**config.mk**
```make
export PLATFORM = sky130hd
export DESIGN_NAME = centroid_tracker
export DESIGN_NICKNAME = d
export VERILOG_FILES = /design/src/rtl/centroid_pkg.sv /design/src/rtl/centroid_tracker_seq_divider.sv /design/src/rtl/centroid_tracker.sv
export SDC_FILE = /design/constraint.sdc
export NUM_CORES = 1
export LEC_CHECK = 0
export CORE_MARGIN = 8
export CORE_UTILIZATION = 45
export CTS_CLUSTER_SIZE = 16
export DETAILED_ROUTE_END_ITERATION = 8
export PLACE_DENSITY = 0.68
export SLEW_MARGIN = 10
export SYNTH_ARGS = -nofsm -noshare
export SYNTH_HDL_FRONTEND = slang
export SYNTH_HIERARCHICAL = 1
export SYNTH_SLANG_ARGS = --single-unit
```
**constraint.sdc**
```tcl
create_clock -name clk_in -period 6.3 [get_ports clk_in]
set_clock_uncertainty 0.05 [all_clocks]
set_input_delay 0.63 -clock clk_in [delete_from_list [all_inputs] [get_ports clk_in]]
set_output_delay 0.63 -clock clk_in [all_outputs]
set_load 0.01 [all_outputs]
```
**src/rtl/centroid_pkg.sv**
```systemverilog
// centroid_pkg: shared widths and FSM state type for the centroid tracker.
// Exports SUM_W, CNT_W, DIV_ITERS and state_t.
package centroid_pkg;

    localparam int SUM_W     = 32;
    localparam int CNT_W     = 20;
    localparam int DIV_ITERS = 32;

    typedef enum logic [1:0] {
        ST_IDLE   = 2'd0,
        ST_DIVIDE = 2'd1,
        ST_DONE   = 2'd2
    } state_t;

endpackage

```
**src/rtl/centroid_tracker_seq_divider.sv**
```systemverilog
// seq_divider: restoring unsigned divider, one quotient bit per cycle,
// fixed DIV_ITERS-cycle latency from start to done.
// Ports: clk_in, rst_n_in (async active-low), start, dividend, divisor,
//        busy (iterating), done (1-cycle pulse, quotient valid),
//        quotient (low QUOTIENT_W bits of the full quotient).
module seq_divider
    import centroid_pkg::*;
#(
    parameter int DIVIDEND_W = 32,
    parameter int DIVISOR_W  = 20,
    parameter int QUOTIENT_W = 11
) (
    input  logic                  clk_in,
    input  logic                  rst_n_in,
    input  logic                  start,
    input  logic [DIVIDEND_W-1:0] dividend,
    input  logic [DIVISOR_W-1:0]  divisor,
    output logic                  busy,
    output logic                  done,
    output logic [QUOTIENT_W-1:0] quotient
);

    localparam int IW = $clog2(DIV_ITERS);

    // quo_q starts as the dividend and is shifted out MSB-first while
    // quotient bits are shifted in at the bottom.
    logic [DIVIDEND_W-1:0] quo_q;
    logic [DIVISOR_W-1:0]  rem_q;
    logic [DIVISOR_W-1:0]  dsr_q;
    logic [IW-1:0]         iter_q;

    logic [DIVISOR_W:0]    rem_sh;
    logic [DIVISOR_W:0]    rem_sub;
    logic                  fits;
    logic [DIVISOR_W-1:0]  rem_nxt;

    always_comb begin
        rem_sh  = {rem_q, quo_q[DIVIDEND_W-1]};
        rem_sub = rem_sh - {1'b0, dsr_q};
        fits    = rem_sh >= {1'b0, dsr_q};
        // Partial remainder stays below the divisor, so it fits DIVISOR_W.
        rem_nxt = DIVISOR_W'(fits ? rem_sub : rem_sh);
    end

    always_ff @(posedge clk_in or negedge rst_n_in) begin
        if (!rst_n_in) begin
            quo_q  <= '0;
            rem_q  <= '0;
            dsr_q  <= '0;
            iter_q <= '0;
            busy   <= 1'b0;
            done   <= 1'b0;
        end else begin
            done <= 1'b0;
            if (start && !busy) begin
                quo_q  <= dividend;
                rem_q  <= '0;
                dsr_q  <= divisor;
                iter_q <= '0;
                busy   <= 1'b1;
            end else if (busy) begin
                quo_q  <= {quo_q[DIVIDEND_W-2:0], fits};
                rem_q  <= rem_nxt;
                iter_q <= iter_q + IW'(1);
                if (iter_q == IW'(DIV_ITERS - 1)) begin
                    busy <= 1'b0;
                    done <= 1'b1;
                end
            end
        end
    end

    assign quotient = quo_q[QUOTIENT_W-1:0];

endmodule

```
**src/rtl/centroid_tracker.sv**
```systemverilog
// centroid_tracker: accumulates selected-pixel x/y sums over a frame and
// emits the floor centroid once per frame, 34 cycles after nf_in.
// Ports: clk_in, rst_n_in (async active-low), hcount_in, vcount_in,
//        valid_in, mask_in, nf_in (new-frame pulse); x_out, y_out (held),
//        valid_out (update pulse), locked_out, drop_out (discard pulse).
// Option: define CENTROID_IIR_EN for 1/4-gain smoothing of locked results.
module centroid_tracker
    import centroid_pkg::*;
#(
    parameter int H_ACTIVE  = 1280,
    parameter int V_ACTIVE  = 720,
    parameter int MIN_COUNT = 16
) (
    input  logic        clk_in,
    input  logic        rst_n_in,
    input  logic [10:0] hcount_in,
    input  logic [9:0]  vcount_in,
    input  logic        valid_in,
    input  logic        mask_in,
    input  logic        nf_in,
    output logic [10:0] x_out,
    output logic [9:0]  y_out,
    output logic        valid_out,
    output logic        locked_out,
    output logic        drop_out
);

    logic [SUM_W-1:0] sum_x_q;
    logic [SUM_W-1:0] sum_y_q;
    logic [CNT_W-1:0] count_q;
    state_t           state_q;
    logic             lock_pend_q;

    logic             pix_hit;
    logic             frame_ok;
    logic             div_start;
    logic             busy_x, busy_y;
    logic             done_x, done_y;
    logic [10:0]      quo_x;
    logic [9:0]       quo_y;
    logic [10:0]      x_nxt;
    logic [9:0]       y_nxt;

    always_comb begin
        pix_hit = valid_in && mask_in
               && (hcount_in < 11'(H_ACTIVE))
               && (vcount_in < 10'(V_ACTIVE));
        frame_ok = (count_q >= CNT_W'(MIN_COUNT)) && (count_q != '0);
        div_start = nf_in && (state_q == ST_IDLE) && frame_ok
                 && !busy_x && !busy_y;
    end

    // A pixel arriving with nf_in opens the new frame.
    always_ff @(posedge clk_in or negedge rst_n_in) begin
        if (!rst_n_in) begin
            sum_x_q <= '0;
            sum_y_q <= '0;
            count_q <= '0;
        end else if (nf_in) begin
            sum_x_q <= pix_hit ? SUM_W'(hcount_in) : '0;
            sum_y_q <= pix_hit ? SUM_W'(vcount_in) : '0;
            count_q <= pix_hit ? CNT_W'(1) : '0;
        end else if (pix_hit) begin
            sum_x_q <= sum_x_q + SUM_W'(hcount_in);
            sum_y_q <= sum_y_q + SUM_W'(vcount_in);
            count_q <= count_q + CNT_W'(1);
        end
    end

    // The dividers' operand registers hold the frame snapshot.
    seq_divider #(
        .DIVIDEND_W (SUM_W),
        .DIVISOR_W  (CNT_W),
        .QUOTIENT_W (11)
    ) u_div_x (
        .clk_in   (clk_in),
        .rst_n_in (rst_n_in),
        .start    (div_start),
        .dividend (sum_x_q),
        .divisor  (count_q),
        .busy     (busy_x),
        .done     (done_x),
        .quotient (quo_x)
    );

    seq_divider #(
        .DIVIDEND_W (SUM_W),
        .DIVISOR_W  (CNT_W),
        .QUOTIENT_W (10)
    ) u_div_y (
        .clk_in   (clk_in),
        .rst_n_in (rst_n_in),
        .start    (div_start),
        .dividend (sum_y_q),
        .divisor  (count_q),
        .busy     (busy_y),
        .done     (done_y),
        .quotient (quo_y)
    );

`ifdef CENTROID_IIR_EN
    logic signed [12:0] dx, dy;
    logic signed [12:0] step_x, step_y;
    logic signed [12:0] sm_x, sm_y;

    always_comb begin
        dx     = $signed({2'b00, quo_x}) - $signed({2'b00, x_out});
        dy     = $signed({3'b000, quo_y}) - $signed({3'b000, y_out});
        step_x = dx >>> 2;
        step_y = dy >>> 2;
        sm_x   = $signed({2'b00, x_out}) + step_x;
        sm_y   = $signed({3'b000, y_out}) + step_y;
        // Re-acquisition after an unlocked frame snaps to the raw centroid.
        if (locked_out) begin
            x_nxt = 11'(sm_x);
            y_nxt = 10'(sm_y);
        end else begin
            x_nxt = quo_x;
            y_nxt = quo_y;
        end
    end
`else
    always_comb begin
        x_nxt = quo_x;
        y_nxt = quo_y;
    end
`endif

    always_ff @(posedge clk_in or negedge rst_n_in) begin
        if (!rst_n_in) begin
            state_q     <= ST_IDLE;
            lock_pend_q <= 1'b0;
            x_out       <= '0;
            y_out       <= '0;
            valid_out   <= 1'b0;
            locked_out  <= 1'b0;
            drop_out    <= 1'b0;
        end else begin
            valid_out <= 1'b0;
            drop_out  <= 1'b0;
            unique case (state_q)
                ST_IDLE: begin
                    if (nf_in) begin
                        lock_pend_q <= div_start;
                        state_q     <= div_start ? ST_DIVIDE : ST_DONE;
                    end
                end
                ST_DIVIDE: begin
                    if (nf_in) drop_out <= 1'b1;
                    if (done_x && done_y) state_q <= ST_DONE;
                end
                ST_DONE: begin
                    if (nf_in) drop_out <= 1'b1;
                    state_q <= ST_IDLE;
                    if (lock_pend_q) begin
                        x_out      <= x_nxt;
                        y_out      <= y_nxt;
                        valid_out  <= 1'b1;
                        locked_out <= 1'b1;
                    end else begin
                        locked_out <= 1'b0;
                    end
                end
                default: state_q <= ST_IDLE;
            endcase
        end
    end

endmodule

```
==> metrics.txt, run 1 <==
Yosys cell types 80; crit-path max FO 45; ant diodes 0; Primary FF master, synth dfrtp_1; Ys Warns 6; Multi-input gate area 7810 µm²; worst endpoint required time 6.71 ns; chip height 201 µm; Filler cells 3152; Worst Max-Slew Pin Slew 1.15 ns; row cnt 68; CTS max path bufs 3; Via Count 11949; Async SR Flop Fraction 100%; worst r2r src count_q[12]; maximum VDD drop 0.245 mV; reg2reg setup slack 2.72 ns; post-synth top area share 43.5%; fmax 279 MHz; CTS Root Cell clkbuf_16; setup tns final 0 ns; Power Dens Cells 399 nW/µm²; Nets 1724; IO buf count 49; RSZ-0062 raised after global routing no; first-pass GRT wire length 59.1 mm; Setup Viol. Count Final 0; Leakage 7.34 nW; R2R depth 8; Mapped Avg Cell Area 9.50 µm²; most frequent cells after synthesis dfrtp_1 (269), nand2_1 (202), o21ai_0 (181); vias in the first global route 11696; synthesized area 15500 µm²; outcome complete, no violations; Die Wd 201 µm; post-detailed-route count of antenna-violating nets 0; area leader, netlist dfrtp_1; 1st-iter DRT viols 848; Post-synth EDFFs 0; FF-to-FF End u_div_x/rem_q[10]; Synth Register Bits 269; final period utilization 56.9%; most frequent cell after synthesis dfrtp_1; CP Launch Type register; die area 40600 µm²; largest cells by area after synthesis dfrtp_1 (44%), o21ai_0 (5.9%), ha_1 (5.7%); count of final hold-check violations 0; layout cell share with drive strength beyond 1 8.57%; DR pass1 iterations 5; Setup crit end kind register; DR vias/cell 5.69; CTS Sinks 269; GR Overflow Total 0; clock slew at reported path FFs 0.06 ns; setup repair bufs after CTS 0; Final min period 3.58 ns; # DRC 0; clock network latency to the later pin of the worst-skew pair 0.56 ns; cts bufs inserted 30; synth-to-layout area growth 10.5%; CTS tree done; worst rel slew slack 23.3%; Syn Nets 1728; CP max stage cell nor2_2; crit-path cells nor4_1 -> nand4_1 -> nand2_1 -> clkinv_2 -> buf_4 -> nor2_2 -> nand2_1 -> o21ai_0; Bufs and invs on worst path 2; routability cong. 0.876; largest net degree at the start of global routing 119; H-tree levels 1; fin util 50.0%; Arr. time, crit path 3.99 ns; Max Cap Viol 0; post-cts resize count 0; total wire length after detailed routing 35.4 mm; Detailed Place HPWL 23.7 mm; Core ar. 34200 µm²; cell mode on critical path nand2_1; wire per inst 16.9 µm; Top delay family on crit path simple AND/OR/NAND/NOR gates; register area share after synthesis 43.5%; I/O pins 50; gr usage total 17.1%; worst min path class primary input to asynchronous set/reset pin; Synth Instances 1628; hold_buf cts 0; CP max stage delay 0.86 ns; initial antenna violation count 0; critical path type register to register; Max Transition Viols Final 0; initial cell density of the core 45.2%; Reg area 6730 µm²
-- placed cells by master (no fill, tap or decap), drive strengths merged, types with 38 or more instances in the layout --
| cell | synthesis | routed |
|---|---|---|
| dfrtp | 269 | 269 |
| nand2 | 202 | 202 |
| o21ai | 184 | 184 |
| a21oi | 97 | 97 |
| nor2 | 91 | 91 |
| inv | 81 | 82 |
| mux2i | 78 | 78 |
| ha | 70 | 70 |
| xnor2 | 53 | 53 |
| clkdlybuf4s50 | 0 | 47 |
| nand3 | 39 | 39 |
| clkbuf | 60 | 38 |
-- logic make-up after synthesis --
| kind of cell | Yosys count | share of synthesized area (%) |
|---|---|---|
| XOR/XNOR | 87 | 4.93 |
| AO/OA/AOI/OAI | 427 | 17.0 |
| flip-flops | 269 | 43.5 |
| AND/OR/NAND/NOR | 488 | 15.5 |
| adder cells (fa/ha/maj) | 74 | 6.18 |
| buffers and inverters | 180 | 6.09 |
| multiplexers | 103 | 6.87 |
-- layer usage --
layer / GRT usage [%] / wire length [µm] / vias to the layer above
li1: - / - / 5767
met1: 23.0 / 16500 / 5876
met2: 28.3 / 16700 / 249
met3: 2.41 / 1480 / 57
met4: 4.98 / 803 / 0
met5: 0 / 0 / -
-- sequential cells by signal, summed over array words and instances (netlist names), 2 cells and up --
name,flops
count_q,20
sum_x_q,32
state_q,2
x_out,11
u_div_x/dsr_q,20
u_div_x/quo_q,32
u_div_x/rem_q,20
u_div_x/iter_q,5
sum_y_q,32
u_div_y/dsr_q,20
u_div_y/iter_q,5
u_div_y/quo_q,32
y_out,10
u_div_y/rem_q,20
-- how the worst max path moves through the flow --
stage / start / slack (ns) / to / cells past startpoint
after floorplan: vcount_in[0] / 3.72 / sum_y_q[24] / 9
after global placement: nf_in / 2.82 / u_div_y/dsr_q[0] / 8
after detailed placement: count_q[12] / 2.77 / u_div_x/rem_q[17] / 8
after CTS: count_q[12] / 2.77 / u_div_x/rem_q[17] / 8
after global routing: count_q[12] / 2.43 / u_div_x/rem_q[6] / 8
final: count_q[12] / 2.72 / u_div_x/rem_q[10] / 8
-- metrics by stage --
step / instances / setup WS [ns] / hold slack (ns) / power, mW / cell area [µm²]
global route: 2101 / 2.43 / 0.159 / 7.27 / 17100
floorplan: 1628 / 3.72 / 0.284 / 4.46 / 15500
finish: 2101 / 2.72 / 0.0714 / 6.82 / 17100
detailed placement: 2047 / 2.77 / 0.416 / 4.93 / 16000
global placement: 2047 / 2.82 / 0.413 / 4.88 / 16000
CTS: 2101 / 2.77 / 0.138 / 6.85 / 17100
-- area by class of cell --
type	instances	area share, %
multi-input combinational	1179	45.7
sequential	269	39.4
clock buffer	38	5.04
timing repair buffer	63	3.48
tap	455	3.33
inverter	81	1.79
clock inverter	16	1.31
-- report_power, final --
group / leakage [nW] / internal (mW) / total, mW / switching (mW)
combinational: 3.33 / 1.05 / 2.44 / 1.38
clock: 0.530 / 1.17 / 1.89 / 0.723
sequential: 3.48 / 2.17 / 2.49 / 0.314
total: 7.34 / 4.40 / 6.82 / 2.42
(Power assumes the default switching activity.)
==> run 2, diff against run 1 <==
- PLACE_DENSITY: 0.68 -> 0.7
- clock period: 6.3 -> 3.2 ns (I/O delays scaled with it)
==> run 2 against run 1 <==
Against the previous run:
- hold slack worse by 0.010 ns
- die area unchanged
- first-iteration DRC count down 12%
- highest routed layer is now met5
- critical endpoint unchanged
- clock power up 74%
- global-route usage up 0.20 points
- cell count up 1.1%
- utilization up 0.18 points
- sequential power up 97%
- largest power group is now combinational cells
- via count down 0.13%
- clock-buffer cell count up 4
==> metrics.txt, run 2 (synthesized netlist as in run 1, its figures left out) <==
outcome complete, no violations; DR pass1 iterations 5 (unchanged); placed cells 2070 (+1.1%); routability cong. 0.928 (+6.0%); cts bufs inserted 30 (unchanged); Core ar. 34200 µm² (unchanged); CP max stage cell a2111oi_4; chip height 201 µm (unchanged); pre-CTS setup slack 0.274 ns (-2.49 ns); total power 13.1 mW (+92%); post-detailed-route count of antenna-violating nets 0 (unchanged); die area 40600 µm² (unchanged); crit-path cells ha_1 -> a21oi_1 -> o22ai_1 -> o311a_1 -> a2111oi_4 -> nand2_1 -> buf_4 -> mux2i_1 -> o21ai_0; row cnt 68 (unchanged); Nets 1748 (+1.4%); # DRC 0 (unchanged); Leakage 7.39 nW (+0.77%); DR vias/cell 5.62 (-1.2%); Max Transition Viols Final 0 (unchanged); 1st-iter DRT viols 747 (-12%); worst endpoint required time 3.55 ns (-3.16 ns); vias in the first global route 11991 (+2.5%); synth-to-layout area growth 10.9%; worst min path class primary input to register; most common cell after layout, fill and taps aside dfrtp_1; total wire length after detailed routing 35.1 mm (-1.0%); gr usage total 17.3% (+0.20 points); layout cell share with drive strength beyond 1 9.35% (+0.78 points); Die Wd 201 µm (unchanged); Arr. time, crit path 3.30 ns (-0.69 ns); clock network latency to the later pin of the worst-skew pair 0.57 ns (about the same); setup repair bufs after CTS 0 (unchanged); Worst Setup EP u_div_x/rem_q[10]; Max Cap Viol 0 (unchanged); CP max stage delay 0.50 ns (-0.36 ns); Setup Viol. Count Final 0 (unchanged); Final min period 2.95 ns (-0.632 ns); H-tree levels 1 (unchanged); GR Overflow Total 0 (unchanged); reg2reg setup slack 0.25 ns (-2.47 ns); clock slew at reported path FFs 0.06 ns (about the same); CTS max path bufs 3 (unchanged); CP Launch Type register; fmax 339 MHz (+21%); final period utilization 92.2% (+35 points); min setup slack post-route 0.250 ns (-2.47 ns); Power Dens Cells 764 nW/µm² (+92%); Via Count 11933 (-0.13%); RSZ-0062 raised after global routing no; critical path type register to register; I/O pins 50 (unchanged); worst rel slew slack 44.5% (+21 points); IO buf count 49 (unchanged); wire per inst 16.5 µm (-2.1%); Detailed Place HPWL 24.4 mm (+2.8%); setup tns final 0 ns (unchanged); worst r2r src u_div_x/rem_q[3]; Worst Setup SP u_div_x/rem_q[3]; first-pass GRT wire length 60.3 mm (+1.9%); Finished Layout Cells 2124 (+1.1%); maximum VDD drop 0.408 mV (+66%); most frequent cells in the layout dfrtp_1 (267), nand2_1 (202), o21ai_0 (181); crit-path max FO 8 (-82%); CTS Sinks 269 (unchanged); Worst Max-Slew Pin Slew 0.832 ns (-0.317 ns); CTS tree done; count of final hold-check violations 0 (unchanged); Setup crit end kind register; initial cell density of the core 45.2% (unchanged); initial antenna violation count 1 (+1); FF-to-FF End u_div_x/rem_q[10]; R2R depth 9 (+1); CTS Root Cell clkbuf_16; largest net degree at the start of global routing 99 (-17%); ant diodes 0 (unchanged)
[run 2: changes by cell type in the layout (fill, tap and decap cells not counted), moves of 2 or more]
cell,before,now
bufinv_16,5,1
buf_4,14,35
clkbuf_1,1,7
buf_12,0,2
[run 2: metal layers]
metal	vias up	GRT usage, %	routed length, µm
met1	5820	23.1	16300
met3	53	2.25	1360
met4	2	4.90	735
li1	5818	-	-
met5	-	0	11
met2	240	29.0	16700
[run 2: worst min-delay path by stage]
stage	start	to	cells past startpoint
3_3_place_gp	rst_n_in	sum_y_q[14]	1
5_1_grt	nf_in	state_q[0]	3
6_report	nf_in	lock_pend_q	4
4_1_cts	nf_in	lock_pend_q	4
2_1_floorplan	rst_n_in	count_q[0]	0
3_5_place_dp	rst_n_in	u_div_y/quo_q[5]	1
[run 2: worst max-delay path, delay by kind of cell, from the launching register on]
kind / cells / cell delay (ns)
AOI/OAI and AO/OA: 5 / 1.30
adders and majority gates: 1 / 0.39
buffers and inverters: 1 / 0.26
DFF: 1 / 0.41
muxes: 1 / 0.17
and+or+nand+nor: 1 / 0.24
[run 2: cell type report]
| class | instances | area (µm²) |
|---|---|---|
| inverters | 81 | 305 |
| multi-input cells | 1179 | 7800 |
| clock inverters | 11 | 100 |
| clock buffers | 42 | 846 |
| flip-flops and latches | 269 | 6730 |
| repair buffers | 87 | 803 |
| well taps | 455 | 569 |
| fillers | 3190 | 17000 |
[run 2: through the flow]
stage / utilization (%) / cell area (µm²) / hold slack, ns
after global routing: 50.2 / 17200 / 0.0522
final: 50.2 / 17200 / 0.0611
after global placement: 47.4 / 16200 / 0.375
after CTS: 50.2 / 17200 / 0.0282
after detailed placement: 47.4 / 16200 / 0.365
after floorplan: - / 15500 / -0.0256
[run 2: where the power goes]
part,total (mW),internal (mW),switching (mW)
clock network,3.29,1.92,1.37
registers,4.90,4.28,0.617
logic,4.92,2.18,2.73
[run 2: repair_timing]
action / 4_1_cts / 5_1_grt
hold endpoints to repair: 93 / 0
hold buffers: 1 / 0
gates resized for setup: 0 / 0
==> run 3, diff against run 2 <==
- CTS_CLUSTER_DIAMETER: not set -> 200
- SKIP_LAST_GASP: not set -> 1
- SLEW_MARGIN: 10 -> 25
==> run 3 against run 2 <==
Against the previous run:
- global-route usage down 0.18 points
- routed wire length fell by 1.1%
- design area fell by 2.4%
- non-clock buffer count unchanged
- flip-flop and latch count stayed put
- clock-buffer cell count down 19
- largest power group unchanged
==> metrics.txt, run 3 (synthesized netlist as in run 1, its figures left out) <==
setup repair bufs after CTS 0 (unchanged); Nets 1738 (-0.57%); Worst Max-Slew Pin Slew 0.839 ns (+0.00640 ns); first-pass GRT wire length 59.8 mm (-0.84%); placed cells 2070 (unchanged); worst r2r src u_div_x/rem_q[3]; Power Dens Cells 723 nW/µm² (-5.3%); count of final hold-check violations 0 (unchanged); Die Wd 201 µm (unchanged); Max Cap Viol 0 (unchanged); RSZ-0062 raised after global routing no; clock network latency to the later pin of the worst-skew pair 0.51 ns (-0.06 ns); synth-to-layout area growth 8.28%; crit-path cells ha_1 -> a21oi_1 -> o22ai_1 -> o311a_1 -> a2111oi_4 -> nand2_1 -> buf_4 -> mux2i_1 -> o21ai_0; initial antenna violation count 1 (unchanged); CTS Sinks 269 (unchanged); layout cell share with drive strength beyond 1 8.05% (-1.3 points); GR Overflow Total 0 (unchanged); cts bufs inserted 20 (-33%); DR vias/cell 5.64 (+0.33%); Arr. time, crit path 3.27 ns (-0.03 ns); worst min path class primary input to register; I/O pins 50 (unchanged); Finished Layout Cells 2095 (-1.4%); wire per inst 16.6 µm (+0.30%); worst endpoint required time 3.51 ns (-0.04 ns); Detailed Place HPWL 24.4 mm (unchanged); row cnt 68 (unchanged); CTS tree done; Leakage 7.20 nW (-2.7%); Max Transition Viols Final 0 (unchanged); most frequent cells in the layout dfrtp_1 (267), nand2_1 (202), o21ai_0 (181); die area 40600 µm² (unchanged); chip height 201 µm (unchanged); CTS max path bufs 3 (unchanged); # DRC 0 (unchanged); R2R depth 9 (unchanged); post-detailed-route count of antenna-violating nets 0 (unchanged); CP max stage cell a2111oi_4; reg2reg setup slack 0.24 ns (about the same); routability cong. 0.928 (unchanged); critical path type register to register; maximum VDD drop 0.367 mV (-10%); DR pass1 iterations 5 (unchanged); Filler cells 3200 (+0.31%); Area after DPL 16200 µm² (unchanged); fmax 338 MHz (-0.16%); most common cell after layout, fill and taps aside dfrtp_1; Setup Viol. Count Final 0 (unchanged); initial cell density of the core 45.2% (unchanged); vias in the first global route 11887 (-0.87%); Via Count 11809 (-1.0%); Final min period 2.96 ns (+0.00478 ns); Worst Hold End lock_pend_q; clock slew at reported path FFs 0.07 ns (about the same); worst hold path startpoint nf_in; setup tns final 0 ns (unchanged); Hold Path Cell Cnt 4 (unchanged); FF-to-FF End u_div_x/rem_q[10]; final period utilization 92.4% (+0.15 points); gr usage total 17.1% (-0.18 points); Core ar. 34200 µm² (unchanged); crit-path max FO 8 (unchanged); IO buf count 49 (unchanged); outcome complete, no violations; ant diodes 0 (unchanged); 1st-iter DRT viols 779 (+4.3%); Multi-input gate area 7800 µm² (unchanged); CTS Root Cell clkbuf_16; CP Launch Type register; CP max stage delay 0.49 ns (about the same); total wire length after detailed routing 34.7 mm (-1.1%); post-cts resize count 0 (unchanged); post-route design area 16700 µm² (-2.4%); Reg area 6730 µm² (unchanged); H-tree levels 1 (unchanged); Setup crit end kind register; worst rel slew slack 44.1% (-0.43 points); largest net degree at the start of global routing 99 (unchanged)
## run 3: power by group
group | switching, mW | internal (mW)
Combinational | 2.73 | 2.18
Sequential | 0.617 | 4.27
Clock | 1.14 | 1.17
## run 3: metrics by stage
step	hold slack, ns	utilization, %	setup slack (ns)	power (mW)
2_1_floorplan	-0.0256	-	0.650	8.77
3_3_place_gp	0.375	47.4	0.323	9.69
3_5_place_dp	0.365	47.4	0.274	9.83
4_1_cts	0.0943	49.0	0.284	12.2
5_1_grt	0.128	49.0	0.00477	13.1
6_report	0.112	49.0	0.245	12.1
## run 3: final cells by class
cell class                 count  area share, %
inverter                      81           1.82
tap                          455           3.40
multi-input combinational   1179           46.6
sequential                   269           40.2
clock inverter                 1         0.0299
clock buffer                  23           3.18
timing repair buffer          87           4.80
## run 3: what timing repair did
item / CTS / global route
setup endpoints to repair: 0 / 1
endpoints found under the hold margin: 93 / 0
hold buffers: 1 / 0
## run 3: worst max-delay path by stage
stage,from,endpoint,slack [ns],cells after the start
5_1_grt,u_div_x/rem_q[3],u_div_x/rem_q[3],0.005,9
6_report,u_div_x/rem_q[3],u_div_x/rem_q[10],0.24,9
4_1_cts,u_div_x/rem_q[3],u_div_x/rem_q[10],0.28,9
3_5_place_dp,vcount_in[0],sum_y_q[8],0.27,9
2_1_floorplan,u_div_x/rem_q[1],u_div_x/rem_q[10],0.65,9
3_3_place_gp,hcount_in[1],sum_x_q[29],0.32,8
## run 3: routing by layer
metal / routed length (µm) / vias to the layer above / track usage, %
met3: 1260 / 51 / 1.95
met5: 11 / - / 0
met4: 881 / 2 / 4.93
met1: 16100 / 5771 / 22.8
li1: - / 5769 / -
met2: 16500 / 216 / 28.9
## run 3: worst max-delay path: cells and delay by family (launching register included)
family	cells	cell delay [ns]
AO/OA/AOI/OAI	5	1.30
flip-flops	1	0.41
adder cells (fa/ha/maj)	1	0.40
buffers and inverters	1	0.26
AND/OR/NAND/NOR	1	0.24
multiplexers	1	0.16
